File: config.mk
export PLATFORM = sky130hd
export DESIGN_NAME = muldiv_unit
export DESIGN_NICKNAME = d
export VERILOG_FILES = /design/src/rtl/muldiv_pkg.sv /design/src/rtl/muldiv_iter.sv /design/src/rtl/muldiv_unit.sv
export SDC_FILE = /design/constraint.sdc
export NUM_CORES = 1
export LEC_CHECK = 0
export ABC_AREA = 1
export CORE_ASPECT_RATIO = 1.2
export CORE_UTILIZATION = 41
export CTS_CLUSTER_DIAMETER = 30
export DETAILED_ROUTE_END_ITERATION = 10
export PLACE_DENSITY = 0.66
export SYNTH_ARGS = -nofsm -noshare
export SYNTH_HDL_FRONTEND = slang
export SYNTH_SLANG_ARGS = --single-unit
File: constraint.sdc
create_clock -name clk -period 5.8 [get_ports clk]
set_input_delay 1.16 -clock clk [delete_from_list [all_inputs] [get_ports clk]]
set_output_delay 1.16 -clock clk [all_outputs]
set_load 0.01 [all_outputs]
File: src/rtl/muldiv_pkg.sv
// rtl/muldiv_pkg.sv - shared op and state encodings for the multiply/divide unit
package muldiv_pkg;

    localparam logic [1:0] OP_MULT  = 2'b00;
    localparam logic [1:0] OP_MULTU = 2'b01;
    localparam logic [1:0] OP_DIV   = 2'b10;
    localparam logic [1:0] OP_DIVU  = 2'b11;

    typedef enum logic [1:0] {
        S_IDLE = 2'd0,
        S_CALC = 2'd1,
        S_DONE = 2'd2
    } state_t;

    // op[0]==0 selects the signed variants
    function automatic logic op_is_signed(input logic [1:0] op);
        return !op[0];
    endfunction

    function automatic logic op_is_div(input logic [1:0] op);
        return op[1];
    endfunction

endpackage

File: src/rtl/muldiv_iter.sv
// rtl/muldiv_iter.sv - 2W-bit accumulator doing one shift-add or shift-subtract step per cycle
module muldiv_iter #(
    parameter int WIDTH = 32
) (
    input  logic               clk,
    input  logic               rst,
    input  logic               load_i,
    input  logic               step_i,
    input  logic               div_i,
    input  logic [WIDTH-1:0]   a_i,
    input  logic [WIDTH-1:0]   b_i,
    output logic [2*WIDTH-1:0] acc_next_o
);

    logic [2*WIDTH-1:0] acc_q, acc_d;
    logic [WIDTH-1:0]   b_q, b_d;
    logic               div_q, div_d;

    logic [WIDTH:0]     mul_sum;
    logic [2*WIDTH-1:0] mul_next;
    logic [WIDTH:0]     rem_sh;
    logic [WIDTH:0]     diff;
    logic               div_ge;
    logic [WIDTH-1:0]   rem_new;
    logic [2*WIDTH-1:0] div_next;

    // One iteration: multiply adds b into the upper half when the low bit is set then shifts
    // right; divide shifts the next dividend bit into the remainder and restores on borrow.
    // The comparison (rather than the borrow bit) keeps a zero divisor well defined.
    always_comb begin
        mul_sum    = {1'b0, acc_q[2*WIDTH-1:WIDTH]} + (acc_q[0] ? {1'b0, b_q} : {(WIDTH+1){1'b0}});
        mul_next   = {mul_sum, acc_q[WIDTH-1:1]};
        rem_sh     = {acc_q[2*WIDTH-1:WIDTH], acc_q[WIDTH-1]};
        diff       = rem_sh - {1'b0, b_q};
        div_ge     = (rem_sh >= {1'b0, b_q});
        rem_new    = div_ge ? diff[WIDTH-1:0] : rem_sh[WIDTH-1:0];
        div_next   = {rem_new, acc_q[WIDTH-2:0], div_ge};
        acc_next_o = div_q ? div_next : mul_next;
    end

    // Load selects operands and mode; otherwise advance one step while enabled
    always_comb begin
        acc_d = acc_q;
        b_d   = b_q;
        div_d = div_q;
        if (load_i) begin
            acc_d = {{WIDTH{1'b0}}, a_i};
            b_d   = b_i;
            div_d = div_i;
        end else if (step_i) begin
            acc_d = acc_next_o;
        end
    end

    // Accumulator and operand registers
    always_ff @(posedge clk) begin
        if (rst) begin
            acc_q <= '0;
            b_q   <= '0;
            div_q <= 1'b0;
        end else begin
            acc_q <= acc_d;
            b_q   <= b_d;
            div_q <= div_d;
        end
    end

endmodule

File: src/rtl/muldiv_unit.sv
// rtl/muldiv_unit.sv - iterative MULT/MULTU/DIV/DIVU unit with cancel and hi/lo result registers
module muldiv_unit
    import muldiv_pkg::*;
#(
    parameter int WIDTH = 32,
    parameter int CNT_W = 6
) (
    input  logic             clk,
    input  logic             rst,
    input  logic             start,
    input  logic [1:0]       op,
    input  logic [WIDTH-1:0] srca,
    input  logic [WIDTH-1:0] srcb,
    input  logic             cancel,
    output logic             busy,
    output logic             done,
    output logic [WIDTH-1:0] hi,
    output logic [WIDTH-1:0] lo
);

    localparam logic [CNT_W-1:0] CNT_LAST = CNT_W'(WIDTH - 1);

    state_t             state_q, state_d;
    logic [CNT_W-1:0]   cnt_q, cnt_d;
    logic               div_q, neg_q, rem_neg_q, bzero_q;
    logic [WIDTH-1:0]   srca_q;
    logic [WIDTH-1:0]   hi_q, hi_d, lo_q, lo_d;

    logic               accept;
    logic               last;
    logic               sign_a, sign_b;
    logic [WIDTH-1:0]   a_mag, b_mag;
    logic [2*WIDTH-1:0] acc_next;
    logic [2*WIDTH-1:0] prod;
    logic [WIDTH-1:0]   quo, rem;

    assign accept = start && !cancel && (state_q == S_IDLE || state_q == S_DONE);
    assign last   = (state_q == S_CALC) && (cnt_q == '0) && !cancel;

    // Signed ops iterate on magnitudes; the most-negative value maps onto its own unsigned magnitude
    always_comb begin
        sign_a = op_is_signed(op) && srca[WIDTH-1];
        sign_b = op_is_signed(op) && srcb[WIDTH-1];
        a_mag  = sign_a ? (~srca + 1'b1) : srca;
        b_mag  = sign_b ? (~srcb + 1'b1) : srcb;
    end

    muldiv_iter #(.WIDTH(WIDTH)) u_iter (
        .clk        (clk),
        .rst        (rst),
        .load_i     (accept),
        .step_i     (state_q == S_CALC),
        .div_i      (op_is_div(op)),
        .a_i        (a_mag),
        .b_i        (b_mag),
        .acc_next_o (acc_next)
    );

    // Next state and counter; cancel overrides everything and returns to IDLE
    always_comb begin
        state_d = state_q;
        cnt_d   = cnt_q;
        if (cancel) begin
            state_d = S_IDLE;
            cnt_d   = '0;
        end else begin
            case (state_q)
                S_IDLE: begin
                    if (start) begin
                        state_d = S_CALC;
                        cnt_d   = CNT_LAST;
                    end
                end
                S_CALC: begin
                    if (cnt_q == '0) state_d = S_DONE;
                    else             cnt_d   = cnt_q - 1'b1;
                end
                S_DONE: begin
                    if (start) begin
                        state_d = S_CALC;
                        cnt_d   = CNT_LAST;
                    end else begin
                        state_d = S_IDLE;
                    end
                end
                default: state_d = S_IDLE;
            endcase
        end
    end

    // Sign fix-up of the final step and hi/lo capture, only on the transition into DONE
    always_comb begin
        prod = neg_q ? (~acc_next + 1'b1) : acc_next;
        quo  = neg_q ? (~acc_next[WIDTH-1:0] + 1'b1) : acc_next[WIDTH-1:0];
        rem  = rem_neg_q ? (~acc_next[2*WIDTH-1:WIDTH] + 1'b1) : acc_next[2*WIDTH-1:WIDTH];
        hi_d = hi_q;
        lo_d = lo_q;
        if (last) begin
            if (!div_q) begin
                hi_d = prod[2*WIDTH-1:WIDTH];
                lo_d = prod[WIDTH-1:0];
            end else if (bzero_q) begin
                hi_d = srca_q;
                lo_d = '1;
            end else begin
                hi_d = rem;
                lo_d = quo;
            end
        end
    end

    // FSM state, latched operation attributes and result registers
    always_ff @(posedge clk) begin
        if (rst) begin
            state_q   <= S_IDLE;
            cnt_q     <= '0;
            div_q     <= 1'b0;
            neg_q     <= 1'b0;
            rem_neg_q <= 1'b0;
            bzero_q   <= 1'b0;
            srca_q    <= '0;
            hi_q      <= '0;
            lo_q      <= '0;
        end else begin
            state_q <= state_d;
            cnt_q   <= cnt_d;
            hi_q    <= hi_d;
            lo_q    <= lo_d;
            if (accept) begin
                div_q     <= op_is_div(op);
                neg_q     <= sign_a ^ sign_b;
                rem_neg_q <= sign_a;
                bzero_q   <= (srcb == '0);
                srca_q    <= srca;
            end
        end
    end

    assign busy = (state_q == S_CALC);
    assign done = (state_q == S_DONE);
    assign hi   = hi_q;
    assign lo   = lo_q;

endmodule
==> results of run 1 <==
[layout by cell type (no fill, tap or decap), types with 5 or more instances in the layout]
cell and instances:
sky130_fd_sc_hd__a211oi_1 11, sky130_fd_sc_hd__a21oi_1 208, sky130_fd_sc_hd__a31oi_1 19, sky130_fd_sc_hd__and2_1 8, sky130_fd_sc_hd__buf_4 28, sky130_fd_sc_hd__clkbuf_1 12, sky130_fd_sc_hd__clkbuf_16 54, sky130_fd_sc_hd__clkbuf_8 7
sky130_fd_sc_hd__clkdlybuf4s50_1 135, sky130_fd_sc_hd__clkinv_1 5, sky130_fd_sc_hd__clkinv_2 13, sky130_fd_sc_hd__clkinvlp_4 5, sky130_fd_sc_hd__dfxtp_1 202, sky130_fd_sc_hd__ha_1 70, sky130_fd_sc_hd__inv_1 495, sky130_fd_sc_hd__inv_2 20
sky130_fd_sc_hd__nand2_1 910, sky130_fd_sc_hd__nand2_2 19, sky130_fd_sc_hd__nand2_4 5, sky130_fd_sc_hd__nand3_1 254, sky130_fd_sc_hd__nand3_2 16, sky130_fd_sc_hd__nand3b_1 17, sky130_fd_sc_hd__nand4_1 48, sky130_fd_sc_hd__nor2_1 329
sky130_fd_sc_hd__nor2_2 24, sky130_fd_sc_hd__nor2_4 10, sky130_fd_sc_hd__nor3_1 26, sky130_fd_sc_hd__nor4_1 5, sky130_fd_sc_hd__o211ai_1 21, sky130_fd_sc_hd__o21ai_0 219, sky130_fd_sc_hd__o21ai_1 13, sky130_fd_sc_hd__o21ai_2 8
sky130_fd_sc_hd__o21bai_1 5, sky130_fd_sc_hd__o221ai_1 16, sky130_fd_sc_hd__o22ai_1 27, sky130_fd_sc_hd__o32ai_1 5, sky130_fd_sc_hd__or2_2 16, sky130_fd_sc_hd__xnor2_1 19, sky130_fd_sc_hd__xor2_1 36
[final timing paths]
check / start / endpoint
max: u_iter.acc_q[45]$_SDFFE_PP0P_ / hi[22]$_SDFFE_PP0P_
min: srca_q[11]$_SDFFE_PP0P_ / srca_q[11]$_SDFFE_PP0P_
max reg2reg: u_iter.acc_q[45]$_SDFFE_PP0P_ / hi[22]$_SDFFE_PP0P_
min reg2reg: srca_q[11]$_SDFFE_PP0P_ / srca_q[11]$_SDFFE_PP0P_
[metrics by stage]
step                      setup WS (ns)  std cells  hold slack [ns]
final                             0.907       4016            0.463
after global placement             1.06       3919            0.444
after detailed placement           1.06       3919            0.447
after global routing              0.537       4016            0.479
after floorplan                    2.23       3269            0.429
after CTS                          1.05       4016            0.453
[cell type report]
| cell class | count | area (um^2) | share of cell area, % |
|---|---|---|---|
| tap | 609 | 762 | 3.41 |
| inverter | 521 | 1960 | 8.76 |
| sequential | 204 | 4090 | 18.3 |
| multi-input combinational | 2421 | 12200 | 54.5 |
| timing repair buffer | 164 | 1580 | 7.08 |
| clock buffer | 73 | 1490 | 6.68 |
| clock inverter | 24 | 277 | 1.24 |
[power by group through the flow]
stage | clock network [uW] | registers, uW | logic, uW
after floorplan | 0 | 1550 | 1260
after global placement | 0 | 1580 | 1840
after detailed placement | 0 | 1580 | 1830
after CTS | 2910 | 1550 | 1840
after global routing | 2990 | 1560 | 2050
final | 2880 | 1560 | 1880
[flip-flops by register name, summed over array words and instances (netlist names)]
signal        cells
neg_q             1
u_iter.acc_q     64
lo               32
cnt_q             6
srca_q           32
state_q           2
u_iter.div_q      1
hi               32
bzero_q           1
rem_neg_q         1
u_iter.b_q       32
[layer usage]
metal | share of wire, % | vias to the layer above | GRT usage (%)
met5 | 0.030 | - | 0
met4 | 8.8 | 4 | 27.9
met3 | 6.8 | 326 | 5.75
met2 | 47 | 1037 | 58.7
met1 | 38 | 9977 | 39.7
li1 | - | 10800 | -
[worst max-delay path, delay by kind of cell, from the launching register on]
family / cells / cell delay [ns]
buffers and inverters: 2 / 0.47
and+or+nand+nor: 25 / 2.96
adders and majority gates: 2 / 0.62
DFF: 1 / 0.53
AOI/OAI and AO/OA: 1 / 0.18
[kinds of logic (layout without fill, tap and decap cells)]
kind of cell | Yosys count | after routing | share of synthesized area (%)
compound gates | 591 | 591 | 18.0
xor+xnor | 55 | 55 | 2.57
fa+ha+maj | 72 | 72 | 4.88
buf+inv | 644 | 782 | 13.4
flops | 204 | 204 | 21.8
simple gates | 1703 | 1703 | 39.4
==> flow_results.org, run 1 <==
** Power
- Largest vdd supply drop :: ~0.22 mV
- Leakage dissipation :: 0.0111 uW
- Cell-internal power :: about 4000 uW
- Cell area power density :: 283 nW/um^2
- Clock power frac :: 45.6%
- Total power for the finished layout comes to roughly 6300 uW.
- Net Sw Power :: between 2000 and 2500 uW
- Of the total power, registers draw 24.6%.
- Combinational cell fraction of total power :: 29.8%
- Switching Fraction :: 37.3%

** Clock tree
- Once the clock tree was built, the setup fixing pass inserted 0 buffers.
- The root buffer cell chosen for the clock tree is sky130_fd_sc_hd__clkbuf_16.
- TritonCTS Buffers :: 54
- The clock drives 204 sinks.
- H-tree depth :: 2
- Clock latency on the worst-skew pair :: 0.61 ns
- After clock tree synthesis, the clock-pin slew on the worst setup and hold paths is ~0.05 ns.
- Maximum number of buffers from clock root to sink :: 3
- CTS tree :: done
- Total of cells resized after clock tree synthesis :: 0
- Number of hold buffers added after cts :: 0

** Timing
- TNS Setup :: 0 ns
- The hold violation count in the final report came to 0.
- Period utilization :: 84.4%
- The clock period could shrink to 4.89 ns.
- Worst-Margin Slew :: 1.31 ns
- Normalized max-slew margin :: a little under an eighth
- Setup repair after global routing missed its margin :: no
- Based on the critical path, the design can be clocked at up to 0.204 GHz.
- Across the routed clock network, the largest skew measured is approximately 0.020 ns.
- The number of max-slew violations in the final report came to 0.
- Final setup vio count :: 0

** Route
- Number of iterations in the first detailed-routing pass :: 7
- Vias :: 22.1k
- DR iter-0 viols :: 1951
- After detailed routing, the number of remaining DRC violations is 0.
- Antenna viol nets, final :: 0
- Vias per std cell :: 5.50
- The routed design has just over 80000 um of wire.
- Average wire length per cell after detail routing :: roughly 21 um

** Synthesis
- Share of flip-flops with an asynchronous set or reset after synthesis :: 0%
- Synthesis instantiated 66 different standard cells from the library.
- Sequential cells were found to cover 21.8% of the synthesized design area.
- Count of flip-flops with a built-in enable after synthesis :: 0
- A synthesized cell averages approximately 5.7 um^2.
- Counting instances in the post-synthesis netlist gives the leading cell types as sky130_fd_sc_hd__nand2_1 (910), sky130_fd_sc_hd__inv_1 (496), sky130_fd_sc_hd__nor2_1 (333).
- When the netlist entered floorplanning its net count stood at 3411.
- Counting every instance in the synthesized netlist gives 3269.
- Share of the synthesized area in the top cell type :: a little over a fifth
- Area contributors post-synth :: sky130_fd_sc_hd__dfxtp_1 (22%), sky130_fd_sc_hd__nand2_1 (18%), sky130_fd_sc_hd__inv_1 (9.9%)
- Area of the mapped netlist :: 18800 um^2
- Count of state elements after synthesis :: 204
- Yosys printed 0 warnings.
- Most used standard cell by instance count after synthesis :: sky130_fd_sc_hd__nand2_1
- Biggest area consumer among synthesized cells :: sky130_fd_sc_hd__dfxtp_1
- The most used flip-flop cell after synthesis is sky130_fd_sc_hd__dfxtp_1.

** Placed design
- The congestion estimate from routability-driven global placement came to roughly 1.0.
- DP HPWL :: about 65000 um
- During placement, the flow inserted port buffers numbering 135.
- Placement-stage cell area :: 20600 um^2

** Final layout
- Of the cells placed in the final design, the portion with a size suffix greater than 1 is approximately 7.3%.
- Number of fill cells in the layout :: roughly 4.8k
- The finished cells cover 22300 um^2.
- Relative to the synthesized area, the layout overhead comes to 19.1%.
- After the last flow step, the layout net total stands at approximately 3.5k.
- 0 antenna diodes ended up in the layout.
- For this run, the share of the core covered by cells in the final layout is 49.7%.

** Die
- The initialized floorplan defines 85 standard-cell rows.
- IO Pins :: ~140
- Core region area :: approximately 45000 um^2
- X dimension of the die :: 197 um
- Starting utilization of the core area :: 41.7%
- The floorplan step defined a die boundary enclosing around 47000 um^2.
- DIE HEIGHT :: 236 um

** Global routing
- The number of global-route vias before repair is a little over 20k.
- The first global-routing pass estimated 124000 um of wire.
- Initial antenna violation count :: 2
- After global routing the overflow that remains totals 0.
- Maximum number of pins on one net before global-route repair :: 87
- Global-route total usage across every layer :: 35.2%

** Worst setup path
- Data arrives at the worst endpoint at 5.38 ns.
- CP max-delay cell :: sky130_fd_sc_hd__dfxtp_1
- Max incr delay on CP :: roughly 0.53 ns
- The worst setup path is captured at a flop.
- The number of cells on the worst reg-to-reg path is 30.
- STA puts the critical path data required time at 6.29 ns.
- Most numerous cell on the critical path :: sky130_fd_sc_hd__nand2_1
- The worst setup path is launched from a flop.
- CP Class :: reg2reg
- Of all nets on the critical path, the largest fanout is 33.
- For flop-to-flop paths, the worst setup slack is 0.91 ns.

** Worst hold path
- Hold crit path type :: reg2reg
- Hold-critical path depth :: 2

** Status
- The flow ran to the end, and the final reports show no timing, DRC or antenna violations.

** Run
- Number of violations of the max-capacitance limit :: 0
Note: power is estimated with default switching activity, not from simulation.
==> run 2: changes to the inputs <==
Clock period 5.8 ns to 4.9 ns, I/O delays scaled along.
==> run 2 against run 1 <==
Net effect:
- first-iteration DRC count is 6.3% lower
- count of clock-buffer cells in the layout is 1 lower
- design area is 2.9% higher
- fmax is 10% higher
- final cell count is 0.92% higher
- wire length is 1.6% lower
- via count is 0.17% higher
- clock skew is 0.023 ns higher
- global-route usage is 0.60 points lower
- register-to-register slack worse by 0.45 ns
==> flow_results.org, run 2 (synthesis gave the netlist of run 1 again) <==
** Placed design
- Once placement finished, the instance area stood at approximately 21000 um^2.
- After legalization and detailed placement, the total HPWL measured between 60000 and 70000 um.
- Final estimated routing congestion in global placement :: 1.05
- Number of input and output port buffers inserted :: 135

** Worst setup path
- On the worst path, the slowest cell contributes a delay of 0.39 ns.
- CP Class :: reg2reg
- Worst-path maximum fanout :: 5
- At the worst endpoint, the arrival time is around 4.9 ns.
- Grouping stages by cell kind, the critical path spends the most delay in simple AND/OR/NAND/NOR gates.
- Nature of the critical path endpoint :: flop
- STA classifies the critical path startpoint as a flop.
- The number of cells on the worst reg-to-reg path is 28.
- Required arrival time at the worst endpoint :: 5.39 ns
- In this run the number of cells on the critical path is 28.
- Most numerous cell on the critical path :: sky130_fd_sc_hd__nand2_1
- The number of buffers and inverters on the critical path is 2.
- For this design, the slowest cell found on the critical path is sky130_fd_sc_hd__dfxtp_1.

** Power
- IR analysis of the VDD net gives a maximum drop of 0.298 mV.
- Leakage dissipation :: ~0.011 uW
- The completed layout was analyzed and its total power is 8440 uW.
- Cell area power density :: 367 nW/um^2

** Timing
- For the pin with the worst max-slew slack, the measured transition is 0.855 ns.
- Final setup vio count :: 0
- Worst slack on hold paths :: 0.462 ns
- Summed over all failing endpoints, the final setup total negative slack is 0 ns.
- Setup repair after global routing missed its margin :: no
- Minimum period implied by the final worst setup slack :: 4.44 ns
- Period utilization :: 90.7%
- The number of max-slew violations in the final report is 0.
- Final clock skew :: between 0.04 and 0.05 ns
- Number of hold violations in the final report :: 0
- Measured against its own limit, the worst slew margin works out to between 40% and 50%.
- Achievable frequency :: 0.225 GHz

** Clock tree
- Post CTS Setup Buffer Count :: 0
- CTS placed an instance of sky130_fd_sc_hd__clkbuf_16 at the clock tree root.
- Maximum number of buffers from clock root to sink :: 3
- TritonCTS Buffers :: 58
- TritonCTS sink count :: around 200
- Total of cells resized after clock tree synthesis :: 0
- For the worst-skew pair, the clock arrives at the later sink with an insertion delay of 0.64 ns.
- CTS tree :: done
- After clock tree synthesis, the clock-pin slew on the worst setup and hold paths is ~0.05 ns.
- The H-tree generated during clock tree synthesis spans 2 levels.
- Number of hold buffers added after cts :: 0

** Die
- The initial utilization of the core area, before any placement, comes to 41.7%.
- 136 I/O pins were placed.
- Core region area :: 45000 um^2
- X dimension of the die :: 197 um
- The die covers 46600 um^2.
- Number of cell rows :: 85
- DIE HEIGHT :: roughly 240 um

** Final layout
- Largest Register :: u_iter.acc_q
- Total Nets Final :: 3538
- The post-route netlist has between 8 and 9% of its cells at a drive strength greater than 1.
- # diodes :: 0
- The finished cells cover approximately 23000 um^2.
- Most frequent cells in the layout :: sky130_fd_sc_hd__nand2_1 (910), sky130_fd_sc_hd__inv_1 (495), sky130_fd_sc_hd__nor2_1 (329), sky130_fd_sc_hd__nand3_1 (254), sky130_fd_sc_hd__o21ai_0 (219)
- Max reg flops :: 64
- Most common cell after layout, fill and taps aside :: sky130_fd_sc_hd__nand2_1
- Synth-to-layout area growth :: 22.6%

** Route
- DR iter-0 viols :: about 1.8k
- Vias per std cell :: 5.46
- Average wire length per cell after detail routing :: 20.2 um
- Number of iterations in the first detailed-routing pass :: 6
- Vias :: 22.1k
- Final routed wirelength across all metal layers :: 81900 um
- Once detail routing completed, the nets flagged for antenna violations numbered 0.
- Residual DRC :: 0

** Global routing
- Across every metal layer, demand over resource in global routing totals 34.6%.
- Most crowded layer after global routing :: met2
- Global routing used 5.80% of the available met3 tracks.
- Initial antenna violation count :: 1
- GRT met2 Usage :: between 50 and 60%
- Number of global-route vias before repair :: 20.9k
- Met1 Resource Use GR :: about two fifths
- Maximum number of pins on one net before global-route repair :: 79
- GRT overflow :: 0
- The first global-routing pass estimated 122000 um of wire.

** Run
- Number of violations of the max-capacitance limit :: 0

** Status
- The flow ran to the end, and the final reports show no timing, DRC or antenna violations.

** Worst hold path
- Hold crit path type :: reg2reg
- Hold-critical path depth :: 2
## run 2: cell types whose count changed in the layout (fill, tap and decap cells not counted)
cell / delta
sky130_fd_sc_hd__clkinv_16: +1
sky130_fd_sc_hd__clkbuf_16: +4
sky130_fd_sc_hd__clkinvlp_4: -5
sky130_fd_sc_hd__clkbuf_1: -4
sky130_fd_sc_hd__buf_12: -1
sky130_fd_sc_hd__clkinv_4: +1
sky130_fd_sc_hd__clkbuf_8: -1
sky130_fd_sc_hd__bufinv_16: +13
sky130_fd_sc_hd__inv_6: +4
sky130_fd_sc_hd__inv_16: -1
sky130_fd_sc_hd__clkinv_2: -1
sky130_fd_sc_hd__buf_4: +27
## run 2: layer usage
metal,wire length (um),up-vias
met5,13,-
met4,7170,2
met3,5550,296
met2,38000,960
met1,31100,10100
li1,-,10800
## run 2: tightest hold or removal path, cell delays in order, from the launching register on
cell	delay, ns
sky130_fd_sc_hd__dfxtp_1	0.29
sky130_fd_sc_hd__inv_1	0.06
sky130_fd_sc_hd__a21oi_1	0.06
## run 2: path summary, 6_finish.rpt
path | startpoint | endpoint | slack (ns)
worst max-delay path | u_iter.b_q[3]$_SDFFE_PP0P_ | hi[12]$_SDFFE_PP0P_ | 0.46
worst min-delay path | srca_q[24]$_SDFFE_PP0P_ | srca_q[24]$_SDFFE_PP0P_ | 0.46
worst max register to register | u_iter.b_q[3]$_SDFFE_PP0P_ | hi[12]$_SDFFE_PP0P_ | 0.46
worst min register to register | srca_q[24]$_SDFFE_PP0P_ | srca_q[24]$_SDFFE_PP0P_ | 0.46
## run 2: final cells by class
| type | instances | area, um^2 |
|---|---|---|
| tap | 609 | 762 |
| timing repair buffer | 190 | 1760 |
| clock buffer | 72 | 1560 |
| inverter | 521 | 1960 |
| clock inverter | 36 | 678 |
| multi-input combinational | 2421 | 12200 |
| sequential | 204 | 4090 |
| fill | 4825 | 22000 |
## run 2: report_power, final
group	switching (uW)	internal, uW	leakage, uW
registers	82.8	1750	0.00167
clock network	1260	3100	0.00110
logic	1560	683	0.00873
## run 2: per-stage QoR
| step | setup WS [ns] | util (%) | cells |
|---|---|---|---|
| after CTS | 0.543 | 51.1 | 4053 |
| after global placement | 0.657 | 46.1 | 3945 |
| after global routing | 0.0705 | 51.1 | 4053 |
| final | 0.457 | 51.1 | 4053 |
| after detailed placement | 0.589 | 46.1 | 3945 |
| after floorplan | 1.33 | - | 3269 |
